File: src/rtl/pipe_pkg.sv
// Shared types and defaults for the IF/ID skid-buffered pipeline stage.
package pipe_pkg;

    typedef enum logic [1:0] {
        EMPTY = 2'd0,
        ONE   = 2'd1,
        TWO   = 2'd2
    } state_e;

    localparam logic [31:0] NOP_INST_DEFAULT = 32'h0000_0000;

endpackage

File: src/rtl/pipe_slot.sv
// One payload register {inst, pc} with a valid bit, load and clear-to-NOP.
module pipe_slot
    import pipe_pkg::*;
#(
    parameter int          INST_W   = 32,
    parameter int          PC_W     = 32,
    parameter logic [31:0] NOP_INST = NOP_INST_DEFAULT
) (
    input  logic              Clk,
    input  logic              Rst_n,
    input  logic              load_i,
    input  logic              clear_i,
    input  logic [INST_W-1:0] inst_i,
    input  logic [PC_W-1:0]   pc_i,
    output logic              valid_o,
    output logic [INST_W-1:0] inst_o,
    output logic [PC_W-1:0]   pc_o
);

    localparam logic [INST_W-1:0] NOP_FIT = INST_W'(NOP_INST);

    logic              valid_q;
    logic [INST_W-1:0] inst_q;
    logic [PC_W-1:0]   pc_q;

    // Clear wins over load; pc is left alone so ID still sees the last next-PC.
    always_ff @(negedge Clk or negedge Rst_n) begin
        if (!Rst_n) begin
            valid_q <= 1'b0;
            inst_q  <= NOP_FIT;
            pc_q    <= '0;
        end else if (clear_i) begin
            valid_q <= 1'b0;
            inst_q  <= NOP_FIT;
        end else if (load_i) begin
            valid_q <= 1'b1;
            inst_q  <= inst_i;
            pc_q    <= pc_i;
        end
    end

    assign valid_o = valid_q;
    assign inst_o  = inst_q;
    assign pc_o    = pc_q;

endmodule

File: src/rtl/ifid_skid_stage.sv
// IF/ID stage with a 2-entry skid buffer, registered in_ready, flush and a
// saturating stall counter. All state advances on the falling clock edge.
module ifid_skid_stage
    import pipe_pkg::*;
#(
    parameter int          INST_W   = 32,
    parameter int          PC_W     = 32,
    parameter logic [31:0] NOP_INST = NOP_INST_DEFAULT,
    parameter int          CNT_W    = 16
) (
    input  logic              Clk,
    input  logic              Rst_n,
    input  logic              in_valid,
    output logic              in_ready,
    input  logic [INST_W-1:0] in_inst,
    input  logic [PC_W-1:0]   in_pc,
    input  logic              flush,
    output logic              out_valid,
    input  logic              out_ready,
    output logic [INST_W-1:0] out_inst,
    output logic [PC_W-1:0]   out_pc,
    output logic [CNT_W-1:0]  stall_cnt
);

    state_e            state_q, state_d;
    logic              in_ready_q;
    logic [CNT_W-1:0]  stall_q;

    logic              accept, pop;
    logic              main_load, main_clr, skid_load, skid_clr;
    logic              skid_valid;
    logic [INST_W-1:0] skid_inst, main_inst_d;
    logic [PC_W-1:0]   skid_pc, main_pc_d;

    assign accept = in_valid & in_ready_q;
    assign pop    = out_valid & out_ready;

    // The main slot refills from the skid whenever the skid holds the older entry.
    assign main_inst_d = skid_valid ? skid_inst : in_inst;
    assign main_pc_d   = skid_valid ? skid_pc   : in_pc;

    always_comb begin
        state_d   = state_q;
        main_load = 1'b0;
        main_clr  = 1'b0;
        skid_load = 1'b0;
        skid_clr  = 1'b0;
        if (flush) begin
            state_d  = EMPTY;
            main_clr = 1'b1;
            skid_clr = 1'b1;
        end else begin
            case (state_q)
                EMPTY: begin
                    if (accept) begin
                        state_d   = ONE;
                        main_load = 1'b1;
                    end
                end
                ONE: begin
                    if (accept && pop) begin
                        main_load = 1'b1;
                    end else if (accept) begin
                        state_d   = TWO;
                        skid_load = 1'b1;
                    end else if (pop) begin
                        state_d  = EMPTY;
                        main_clr = 1'b1;
                    end
                end
                TWO: begin
                    if (pop) begin
                        state_d   = ONE;
                        main_load = 1'b1;
                        skid_clr  = 1'b1;
                    end
                end
                default: begin
                    state_d  = EMPTY;
                    main_clr = 1'b1;
                    skid_clr = 1'b1;
                end
            endcase
        end
    end

    always_ff @(negedge Clk or negedge Rst_n) begin
        if (!Rst_n) begin
            state_q    <= EMPTY;
            in_ready_q <= 1'b1;
            stall_q    <= '0;
        end else begin
            state_q    <= state_d;
            in_ready_q <= (state_d != TWO);
            if (out_valid && !out_ready && !flush && (stall_q != '1))
                stall_q <= stall_q + 1'b1;
        end
    end

    pipe_slot #(.INST_W(INST_W), .PC_W(PC_W), .NOP_INST(NOP_INST)) u_main (
        .Clk     (Clk),
        .Rst_n   (Rst_n),
        .load_i  (main_load),
        .clear_i (main_clr),
        .inst_i  (main_inst_d),
        .pc_i    (main_pc_d),
        .valid_o (out_valid),
        .inst_o  (out_inst),
        .pc_o    (out_pc)
    );

    pipe_slot #(.INST_W(INST_W), .PC_W(PC_W), .NOP_INST(NOP_INST)) u_skid (
        .Clk     (Clk),
        .Rst_n   (Rst_n),
        .load_i  (skid_load),
        .clear_i (skid_clr),
        .inst_i  (in_inst),
        .pc_i    (in_pc),
        .valid_o (skid_valid),
        .inst_o  (skid_inst),
        .pc_o    (skid_pc)
    );

    assign in_ready  = in_ready_q;
    assign stall_cnt = stall_q;

endmodule

File: config.mk
export PLATFORM = sky130hd
export DESIGN_NAME = ifid_skid_stage
export DESIGN_NICKNAME = d
export VERILOG_FILES = /design/src/rtl/pipe_pkg.sv /design/src/rtl/pipe_slot.sv /design/src/rtl/ifid_skid_stage.sv
export SDC_FILE = /design/constraint.sdc
export NUM_CORES = 1
export LEC_CHECK = 0
export CAP_MARGIN = 40
export CORE_UTILIZATION = 54
export CTS_BUF_LIST = sky130_fd_sc_hd__clkbuf_16
export DETAILED_ROUTE_END_ITERATION = 16
export GPL_TIMING_DRIVEN = 0
export PLACE_DENSITY = 0.95
export SLEW_MARGIN = 20
export SYNTH_ARGS = -nofsm -noshare
export SYNTH_HDL_FRONTEND = slang
export SYNTH_SLANG_ARGS = --single-unit
File: constraint.sdc
create_clock -name Clk -period 4.6 [get_ports Clk]
set_input_delay 0.92 -clock Clk [delete_from_list [all_inputs] [get_ports Clk]]
set_output_delay 0.92 -clock Clk [all_outputs]
set_load 0.03 [all_outputs]
After elaboration in Yosys (flattened, before gate mapping)
Index checks and enable logic that the tools add are counted.

Register bits after elaboration: 149. RAM bits: 0. Memories: 0. Latch bits: 0. Word-level logic and storage cells: 62. Output and inout bits: 82. Input bits: 69. Memory bits (read-only): 0.

Mux-type cells: 31. Shift operators: 0. $add $sub $neg: 1. Eq/ne operators: 4. Divide/modulo/power cells: 0. Reductions and logical operators: 13. $mul: 0. Order comparisons: 0. Bitwise operators: 4.

Operator list (count): $mux W32 (6); $add A16 B1 Y16 const B (1); $ne A16 B16 Y1 const B (1); $mux W1 (15); $mux W2 (6); $pmux W2 S3 (1); $logic_and A1 B1 Y1 (4); $pmux W1 S2 (2); $reduce_and A2 Y1 (2); $reduce_bool A2 Y1 (2); $reduce_or A2 Y1 (2); $pmux W1 S3 (1); $and A1 B1 Y1 (2); $eq A2 B1 Y1 const B (1); $eq A2 B2 Y1 const B (1); $logic_not A1 Y1 (2); $logic_not A2 Y1 (1); $ne A2 B2 Y1 const B (1); $not A1 Y1 (2).

Depth between registers and ports, before layout
Gate-level depths: netlist (run 1).

Depth in word-level cells: 8. Mapped depth: 7. Mapped depth without buffers: 5.

Modules after synthesis
Synthesis (run 1) repeated with hierarchy kept, for this count alone.

Cells, all modules: 523. Area, all modules: 7088.0 µm².

By module, submodules not included: pipe_slot (cells an instance 176, sequential area each 1626.6 µm², area an instance 2648.8 µm², times used 2); ifid_skid_stage (cells an instance 171, sequential area each 476.7 µm², area an instance 1790.5 µm², times used 1).

==> results of run 1 <==
[state kept, by name (all words and copies together) (netlist names)]
name            count
stall_cnt          16
u_main.inst_o      32
u_skid.inst_o      32
u_main.valid_o      1
u_main.pc_o        32
u_skid.pc_o        32
in_ready            1
state_q             2
u_skid.valid_o      1
[area by class of cell]
type / count / area share, %
flip-flops and latches: 149 / 42.0
multi-input cells: 272 / 30.0
repair buffers: 151 / 16.0
clock buffers: 17 / 4.79
plain buffers: 30 / 2.95
well taps: 147 / 2.07
clock inverters: 16 / 1.92
inverters: 5 / 0.212
[cells by family after synthesis]
logic type / Yosys count / synth area share, %
xor+xnor: 16 / 2.10
fa+ha+maj: 1 / 0.187
flops: 149 / 55.9
mux: 129 / 22.9
buf+inv: 36 / 4.26
simple gates: 45 / 4.12
compound gates: 81 / 10.6
[routing by layer]
layer  vias to the layer above  track usage (%)  part of all wire (%)
met3                        25             5.09                   3.8
met5                         -                0                     0
met4                         0             11.6                   2.0
met1                      2345             32.7                    42
li1                       2041                -                     -
met2                       145             44.3                    52
[power breakdown]
group / switching, mW / internal (mW) / leakage, nW
clock: 0.549 / 0.847 / 0.296
combinational: 0.760 / 0.679 / 1.98
sequential: 0.204 / 1.68 / 1.92
[worst reg2reg max path: cells and delay by family, from the launching register on]
family / cells / cell delay [ps]
buf+inv: 2 / 400
simple gates: 3 / 480
mux: 1 / 350
flops: 1 / 570
[repair_timing]
| action | 4_1_cts | 5_1_grt |
|---|---|---|
| buffers inserted | 0 | 1 |
| pin swaps | 1 | 0 |
| resized for setup | 89 | 4 |
| endpoints found under the setup margin | 147 | 32 |
[layout by cell type (no fill, tap or decap), types with 2 or more instances in the layout]
master,netlist,final
a21oi_1,5,5
buf_6,9,9
nand2_1,8,7
clkbuf_16,0,17
xnor2_1,3,3
clkinvlp_4,0,3
mux2i_1,32,32
nor3_1,3,3
a22o_1,32,32
bufinv_16,0,3
dfrtn_1,148,148
mux2_2,67,67
clkdlybuf4s50_1,0,64
inv_1,6,8
buf_2,11,12
clkinv_2,0,4
and3_2,2,2
o2bb2ai_1,32,32
buf_4,5,6
clkbuf_1,2,2
nand4_1,3,3
nand3_1,4,4
mux2_4,30,30
clkinv_4,0,3
xor2_1,13,13
buf_12,3,3
dlygate4sd2_1,0,81
nor2_1,11,11
or2b_1,2,2
[worst max path at each step]
stage | startpoint | end | slack, ps | depth (start not counted)
finish | stall_cnt[8] | stall_cnt[8] | 50 | 1
global route | stall_cnt[3] | stall_cnt[3] | 20 | 1
CTS | out_ready | u_main.pc_o[20] | 10 | 7
detailed placement | out_ready | u_main.pc_o[20] | -620 | 7
global placement | Rst_n | u_main.pc_o[17] | -5080 | 1
floorplan | in_valid | u_skid.pc_o[10] | 140 | 6
[stage by stage]
stage	cells	setup WS, ps	setup TNS (ps)
5_1_grt	787	15.2	0
2_1_floorplan	457	138	0
4_1_cts	786	13.4	0
3_3_place_gp	753	-5080	-813960
6_report	787	49.6	0
3_5_place_dp	754	-616	-64590
==> out/summary.txt, run 1 <==
critical path class: flop to primary output
fillers: 772
Post-Place Cell Area: 8380 um2
First-pass DRT Iterations: 5
status: finished clean
Seq cells post-synth: 149
hpwl dp: 10500 um
placer congestion estimate: 0.790
R2R Setup Slk: 2600 ps
vias in the first global route: 4866
Final Setup Violations: 0
EDFF count, synth: 0
area leader, netlist: dfrtn_1
site row count: 40
HP Start: u_main.inst_o[9]
slew margin rel.: 59.5%
commonest cells in the netlist: 148 x dfrtn_1, 67 x mux2_2, 32 x a22o_1, 32 x mux2i_1, 32 x o2bb2ai_1
clk_lat worst skew: 440 ps
reg-to-reg critical path endpoint: u_skid.pc_o[11]
initial antenna violation count: 0
Critical Path RT: 3680 ps
Diodes inserted: 0
Worst Tran Pin Value: 608 ps
area delta synth->final: 33.0%
H-tree Lvls: 4
Worst-path clk slew: 40 ps
Post-layout nets: 697
via-per-instance ratio: 5.79
vias post-DR: 4556
first-pass GRT wire length: 25600 um
# hold bufs at CTS: 0
most common cell in the netlist: dfrtn_1
die area: 12800 um2
Buf+Inv Stages, Crit Path: 1
CP max stage delay: 510 ps
maxcap violations: 0
reg2reg start: in_ready
Placeable Area: 12000 um2
Ports: 151
final instance area: 8870 um2
worst hold path type: flop to flop
clk buf depth: 2
final hold violations: 0
syn_nets: 527
1st-iter DRT viols: 230
startpoint types: flop
crit end category: primary output
Chip Height: 113 um
main flop type after synthesis: dfrtn_1
Detail Route Antenna Nets: 0
Seq/Total Area, Yosys: 55.9%
crit-path cells: dlygate4sd2_1
clock sink count: 149
area of the multi-input gates: 2660 um2
clock root buffer: clkbuf_16
Initial Util: 55.6%
synthesized area: 6670 um2
fraction of layout cells with a size suffix above 1: 27.3%
Hold Path Sink: u_main.inst_o[9]
DR WL/cell: 20.0 um
Crit-path slowest cell: dfrtn_1
final WL: 15800 um
hold path depth: 1
synth top area cells: dfrtn_1 55%, mux2_2 11%, mux2_4 6.7%
asr flop ratio synth: 100%
CTS tree: done
Layout Utilization: 73.9%
Tot Pwr: 4.72 mW
LEAKAGE: 4.19 nW
FF+latch area: 3730 um2
kind of cell adding the most delay to the critical path: flip-flops
CTS Buf Count: 17
DRC Markers: 0
synth unique cells: 48
final hold slack: 429 ps
GR Overflow Total: 0
largest net degree at the start of global routing: 77
CP Max Fanout: 6
Crit path arrival time: 3630 ps
Yosys top cell area share: 55.5%
Yosys warnings: 0
max-slew violation count: 0
Gate Count Post-Synth: 457
all-layer global routing usage: 26.2%
Layout Skew: 51.4 ps
Pwr Density: 532 nW/um2
Worst Reg-to-Reg Cells: 6
peak supply drop: 0.000355 V
PortBufs: 149
Die X: 113 um
Avg Cell Area, Syn: 14.6 um2
RSZ-0062 raised after global routing: no
Power figures use the tool's default switching activity.
==> run 2: changes to the inputs <==
--- a/config.mk
+++ b/config.mk
@@ -11,6 +11,7 @@
 export DETAILED_ROUTE_END_ITERATION = 16
 export GPL_TIMING_DRIVEN = 0
 export PLACE_DENSITY = 0.95
+export REMOVE_ABC_BUFFERS = 1
 export SLEW_MARGIN = 20
 export SYNTH_ARGS = -nofsm -noshare
 export SYNTH_HDL_FRONTEND = slang
==> run 2 against run 1 <==
Net effect:
- clock-buffer cell count unchanged
- die area is the same
- sequential share of layout area shrank 0.53 points
- clock skew is 2.6 ps lower
- utilization increased by 0.94 points
- critical path depth increased by 5
- clock power about the same
- final area up 1.3%
- sequential power hardly changed
- first-iteration DRC count decreased by 29%
- global-route usage is essentially flat
- combinational power is essentially flat
- largest cell class unchanged
- largest power group unchanged
- highest routed layer unchanged
==> out/summary.txt, run 2 (synthesis results as in run 1) <==
First-pass DRT Iterations: 4 (-1)
first-pass GRT wire length: 25800 um (+0.43%)
hpwl dp: 10200 um (-2.9%)
Ports: 151 (unchanged)
Detail Route Antenna Nets: 0 (unchanged)
Buf+Inv Stages, Crit Path: 2 (+1)
Layout Skew: 48.8 ps (-2.59 ps)
kind of cell adding the most delay to the critical path: buffers and inverters
Post-layout nets: 687 (-1.4%)
initial antenna violation count: 0 (unchanged)
peak supply drop: 0.000293 V (-18%)
CP Max Fanout: 10 (+4)
# hold bufs at CTS: 0 (unchanged)
final std cells w/o fill: 777 (-1.3%)
max-slew violation count: 0 (unchanged)
via-per-instance ratio: 5.82 (+0.55%)
placer congestion estimate: 0.845 (+7.0%)
Chip Height: 113 um (unchanged)
CTS Buf Count: 17 (unchanged)
clk buf depth: 2 (unchanged)
GR Layer Usage met3: 5.95% (+0.86 points)
vias post-DR: 4523 (-0.72%)
slew margin rel.: 53.7% (-5.7 points)
Diodes inserted: 0 (unchanged)
CTS tree: done
Pwr Density: 532 nW/um2 (about the same)
Critical Path RT: 2520 ps (-1160 ps)
clk_lat worst skew: 440 ps (about the same)
most frequent cells in the layout: 148 x dfrtn_1, 80 x dlygate4sd2_1, 67 x mux2_2
Crit-path slowest cell: dlygate4sd2_1
crit-path cells: dlygate4sd2_1 -> nor3b_4 -> o41ai_4 -> buf_4 -> nor4b_2 -> xnor2_1
most common cell after layout, fill and taps aside: dfrtn_1
Die X: 113 um (unchanged)
Worst Tran Pin Value: 694 ps (+86.0 ps)
Tot Pwr: 4.78 mW (+1.2%)
all-layer global routing usage: 26.1% (about the same)
M2 GR Usage: 44.6% (+0.29 points)
LEAKAGE: 4.20 nW (+0.18%)
status: finished clean
die area: 12800 um2 (unchanged)
critical path class: input pin to flop
1st-iter DRT viols: 164 (-29%)
Initial Util: 55.6% (unchanged)
fraction of layout cells with a size suffix above 1: 26.5% (-0.84 points)
clock sink count: 149 (unchanged)
DRC Markers: 0 (unchanged)
H-tree Lvls: 4 (unchanged)
clock root buffer: clkbuf_16
CP max stage delay: 440 ps (-70 ps)
maxcap violations: 0 (unchanged)
worst hold path type: flop to flop
PortBufs: 150 (+0.67%)
area delta synth->final: 34.6%
largest net degree at the start of global routing: 87 (+13%)
global routing's busiest layer: met2
placed cell count: 735 (-2.5%)
DR WL/cell: 20.4 um (+1.8%)
Final Setup Violations: 0 (unchanged)
Placeable Area: 12000 um2 (unchanged)
M1 GR Usage: 33.0% (+0.25 points)
final WL: 15900 um (+0.50%)
RSZ-0062 raised after global routing: yes
site row count: 40 (unchanged)
crit end category: flop
startpoint types: input pin
final hold violations: 0 (unchanged)
Worst-path clk slew: 40 ps (about the same)
GR Overflow Total: 0 (unchanged)
pre-CTS WS: -1050 ps (-434 ps)
Crit path arrival time: 2510 ps (-1120 ps)
vias in the first global route: 4931 (+1.3%)
final worst slack: 13.9 ps (-35.7 ps)
fillers: 789 (+2.2%)
==> run 2: changes by cell type in the layout (fill, tap and decap cells not counted), sizes merged <==
cell / previous run / this run
inv: 8 / 9
clkdlybuf4s18: 0 / 1
clkinvlp: 3 / 1
clkbuf: 20 / 17
clkdlybuf4s15: 1 / 4
and2: 1 / 2
dlygate4sd2: 81 / 80
bufinv: 3 / 4
buf: 32 / 21
==> run 2: final cells by class <==
type                       count  area [um2]  share of cell area, %
inverter                       5        18.8                  0.209
multi-input combinational    273        2730                   30.4
timing repair buffer         170        1720                   19.2
tap                          147         184                   2.05
sequential                   149        3730                   41.5
clock inverter                16         175                   1.95
clock buffer                  17         425                   4.73
==> run 2: metrics by stage <==
step / setup TNS, ps / cell area, um2 / hold WS (ps) / util [%]
floorplan: -63010 / 6410 / 426 / -
global placement: -981180 / 8100 / 432 / 67.4
detailed placement: -92970 / 8360 / 433 / 69.6
CTS: 0 / 8950 / 431 / 74.5
global route: -42.2 / 8990 / 452 / 74.8
finish: 0 / 8990 / 427 / 74.8
==> run 2: what timing repair did <==
action / in CTS / in global routing
resized for setup: 96 / 5
cloned: 1 / 0
setup endpoints to repair: 191 / 6
pin swaps: 2 / 0
buffers inserted: 6 / 2
==> run 2: path summary, 6_finish.rpt <==
check,from,to,slack [ps],cells past startpoint
max in group asynchronous,Rst_n,in_ready,1080,2
hold reg to reg,u_main.inst_o[30],u_main.inst_o[30],430,1
setup reg to reg,stall_cnt[8],stall_cnt[1],2490,4
min in group asynchronous,Rst_n,stall_cnt[0],2700,1
setup / recovery,flush,stall_cnt[13],10,6
hold / removal,u_main.inst_o[30],u_main.inst_o[30],430,1
==> run 2: where the power goes <==
group	internal [mW]	switching (mW)
Clock	0.893	0.520
Sequential	1.68	0.218
Combinational	0.706	0.762
Total	3.28	1.50
==> run 2: layer usage <==
layer	vias up	share of wire, %
met5	-	0
met4	0	1.5
met2	148	51
li1	2004	-
met1	2350	43
met3	21	4.7
==> run 2: worst register-to-register path, delay by kind of cell, from the launching register on <==
kind | cells | cell delay, ps
AO/OA/AOI/OAI | 1 | 590
buffers and inverters | 1 | 270
flip-flops | 1 | 510
multiplexers | 1 | 350
AND/OR/NAND/NOR | 1 | 220
==> run 3: changes to the inputs <==
--- a/config.mk
+++ b/config.mk
@@ -6,7 +6,7 @@
 export NUM_CORES = 1
 export LEC_CHECK = 0
 export CAP_MARGIN = 40
-export CORE_UTILIZATION = 54
+export CORE_UTILIZATION = 55
 export CTS_BUF_LIST = sky130_fd_sc_hd__clkbuf_16
 export DETAILED_ROUTE_END_ITERATION = 16
 export GPL_TIMING_DRIVEN = 0
@@ -15,4 +15,5 @@
 export SLEW_MARGIN = 20
 export SYNTH_ARGS = -nofsm -noshare
 export SYNTH_HDL_FRONTEND = slang
+export SYNTH_HIERARCHICAL = 1
 export SYNTH_SLANG_ARGS = --single-unit
==> run 3 against run 2 <==
Net effect:
- largest power group unchanged
- worst setup slack worse by 9.8 ps
- power shrank 4.1%
- final cell count up 13%
- sequential power fell by 4%
- clock power is 3% higher
- global-route usage is 1.8 points higher
- register-to-register slack lost 90 ps
- sequential share of layout area down 2.9 points
- via count up 11%
==> out/summary.txt, run 3 <==
post-route setup TNS: 0 ps (unchanged)
peak supply drop: 0.000370 V (+26%)
main flop type after synthesis: dfrtn_1
worst hold path type: flop to flop
Gate Count Post-Synth: 523 (+14%)
Worst Tran Pin Value: 672 ps (-21.9 ps)
synth top area cells: dfrtn_1 52%, mux2_4 13%, mux2_2 11%
final hold violations: 0 (unchanged)
area leader, netlist: dfrtn_1
synth unique cells: 40 (-17%)
most common cell after layout, fill and taps aside: dfrtn_1
crit-path cells: dlygate4sd2_1
largest net degree at the start of global routing: 77 (-11%)
area delta synth->final: 36.3%
Placeable Area: 12600 um2 (+4.6%)
Worst Reg-to-Reg Cells: 8 (+4)
1st-iter DRT viols: 325 (+98%)
Layout Utilization: 76.9% (+2.1 points)
maxcap violations: 0 (unchanged)
site row count: 41 (+2.5%)
Diodes inserted: 0 (unchanged)
DRC Markers: 0 (unchanged)
reg-to-reg critical path endpoint: u_main/inst_o[22]
Yosys top cell area share: 52.3% (-3.2 points)
asr flop ratio synth: 100% (unchanged)
Post-layout nets: 764 (+11%)
Layout Skew: 45.4 ps (-3.42 ps)
commonest cells in the netlist: 148 x dfrtn_1, 73 x nor2_1, 69 x mux2_2, 65 x mux2i_1, 60 x mux2_4
die area: 13300 um2 (+4.2%)
Detail Route Antenna Nets: 0 (unchanged)
hpwl dp: 11300 um (+10%)
DR WL/cell: 20.5 um (+0.53%)
Yosys warnings: 6 (+6)
startpoint types: flop
LEAKAGE: 4.52 nW (+7.6%)
fraction of layout cells with a size suffix above 1: 30.8% (+4.3 points)
max-slew violation count: 0 (unchanged)
clk buf depth: 2 (unchanged)
status: finished clean
Initial Util: 56.4% (+0.83 points)
Setup crit end: stall_cnt[3]
synthesized area: 7090 um2 (+6.2%)
Crit path depth: 1 (-5)
clock root buffer: clkbuf_16
clock sink count: 149 (unchanged)
clk_lat worst skew: 430 ps (about the same)
Chip Height: 116 um (+2.1%)
Final Setup Violations: 0 (unchanged)
Die X: 116 um (+2.1%)
Worst-path clk slew: 40 ps (about the same)
Seq/Total Area, Yosys: 52.6% (-3.3 points)
crit path from: stall_cnt[3]
Crit path arrival time: 3680 ps (+1170 ps)
CTS Buf Count: 17 (unchanged)
all-layer global routing usage: 28.0% (+1.8 points)
vias post-DR: 5021 (+11%)
CP Max Fanout: 6 (-4)
fillers: 759 (-3.8%)
EDFF count, synth: 0 (unchanged)
First-pass DRT Iterations: 5 (+1)
R2R Setup Slk: 2400 ps (-90 ps)
PortBufs: 150 (unchanged)
vias in the first global route: 5362 (+8.7%)
GR Overflow Total: 0 (unchanged)
Tot Pwr: 4.58 mW (-4.1%)
hold path depth: 1 (unchanged)
Pwr Density: 474 nW/um2 (-11%)
Avg Cell Area, Syn: 13.6 um2 (-7.2%)
via-per-instance ratio: 5.71 (-1.9%)
Seq cells post-synth: 149 (unchanged)
reg2reg start: state_q[0]
Ports: 151 (unchanged)
CTS tree: done
most frequent cells in the layout: 148 x dfrtn_1, 76 x dlygate4sd2_1, 71 x nor2_1
Crit-path slowest cell: dfrtn_1
slew margin rel.: 55.2% (+1.5 points)
CP max stage delay: 550 ps (+110 ps)
Critical Path RT: 3680 ps (+1160 ps)
Buf+Inv Stages, Crit Path: 1 (-1)
kind of cell adding the most delay to the critical path: flip-flops
first-pass GRT wire length: 28100 um (+9.1%)
initial antenna violation count: 0 (unchanged)
placer congestion estimate: 0.799 (-5.5%)
crit end category: primary output
most common cell in the netlist: dfrtn_1
critical path class: flop to primary output
final WL: 18000 um (+14%)
H-tree Lvls: 4 (unchanged)
-- run 3: layer usage --
layer / wire length, um / track usage (%) / vias up
met4: 525 / 13.7 / 0
met5: 0 / 0 / -
met2: 9350 / 47.1 / 215
met1: 7250 / 33.6 / 2570
met3: 909 / 6.90 / 53
li1: - / - / 2183
-- run 3: layout make-up --
| class | count | area (um2) | share of cell area (%) |
|---|---|---|---|
| Clock buffer | 17 | 425 | 4.40 |
| Clock inverter | 16 | 190 | 1.97 |
| Inverter | 1 | 3.75 | 0.0388 |
| Multi-Input combinational cell | 339 | 3190 | 33.0 |
| Sequential cell | 149 | 3730 | 38.6 |
| Tap cell | 172 | 215 | 2.23 |
| Timing Repair Buffer | 185 | 1910 | 19.8 |
-- run 3: stage by stage --
step                      std cells  hold slack (ps)  setup slack [ps]  instance area, um2
after floorplan                 489              435             -3930                6860
after global placement          811              434             -6170                8580
after detailed placement        826              445             -1810                8890
after CTS                       877              450             0.592                9660
after global routing            879              462             -18.8                9660
final                           879              448              4.09                9660
-- run 3: worst min path at each step --
stage | slack [ps] | endpoint | startpoint
floorplan | 440 | u_skid/pc_o[0] | u_skid/pc_o[0]
global placement | 430 | stall_cnt[8] | stall_cnt[8]
detailed placement | 450 | stall_cnt[8] | stall_cnt[8]
CTS | 450 | u_main/pc_o[1] | u_main/pc_o[1]
global route | 460 | u_skid/pc_o[19] | u_skid/pc_o[19]
finish | 450 | u_main/pc_o[1] | u_main/pc_o[1]
-- run 3: kinds of logic after synthesis --
group,after synthesis,share of synthesized area (%)
muxes,194,32.9
DFF,149,52.6
and+or+nand+nor,118,8.16
buffers and inverters,36,3.34
AOI/OAI and AO/OA,14,1.50
xor gates and xnor gates,11,1.36
adders and majority gates,1,0.176
-- run 3: repair_timing --
item / in CTS / in global routing
setup endpoints to repair: 228 / 85
hold buffers: 0 / 0
pin swaps: 7 / 2
buffers inserted: 16 / 3
gates cloned: 3 / 1
resized for setup: 106 / 17
-- run 3: worst register-to-register path, cell delays in order (launching register included) --
cell	delay [ps]
dfrtn_1	450
a21boi_2	230
o32a_1	400
nor2_4	130
buf_4	130
buf_12	160
buf_16	170
mux2i_1	260
nor2_1	80
-- run 3: where the power goes --
part           internal [mW]  switching [mW]
combinational          0.659           0.652
sequential              1.63           0.200
clock                  0.902           0.544
total                   3.19            1.40
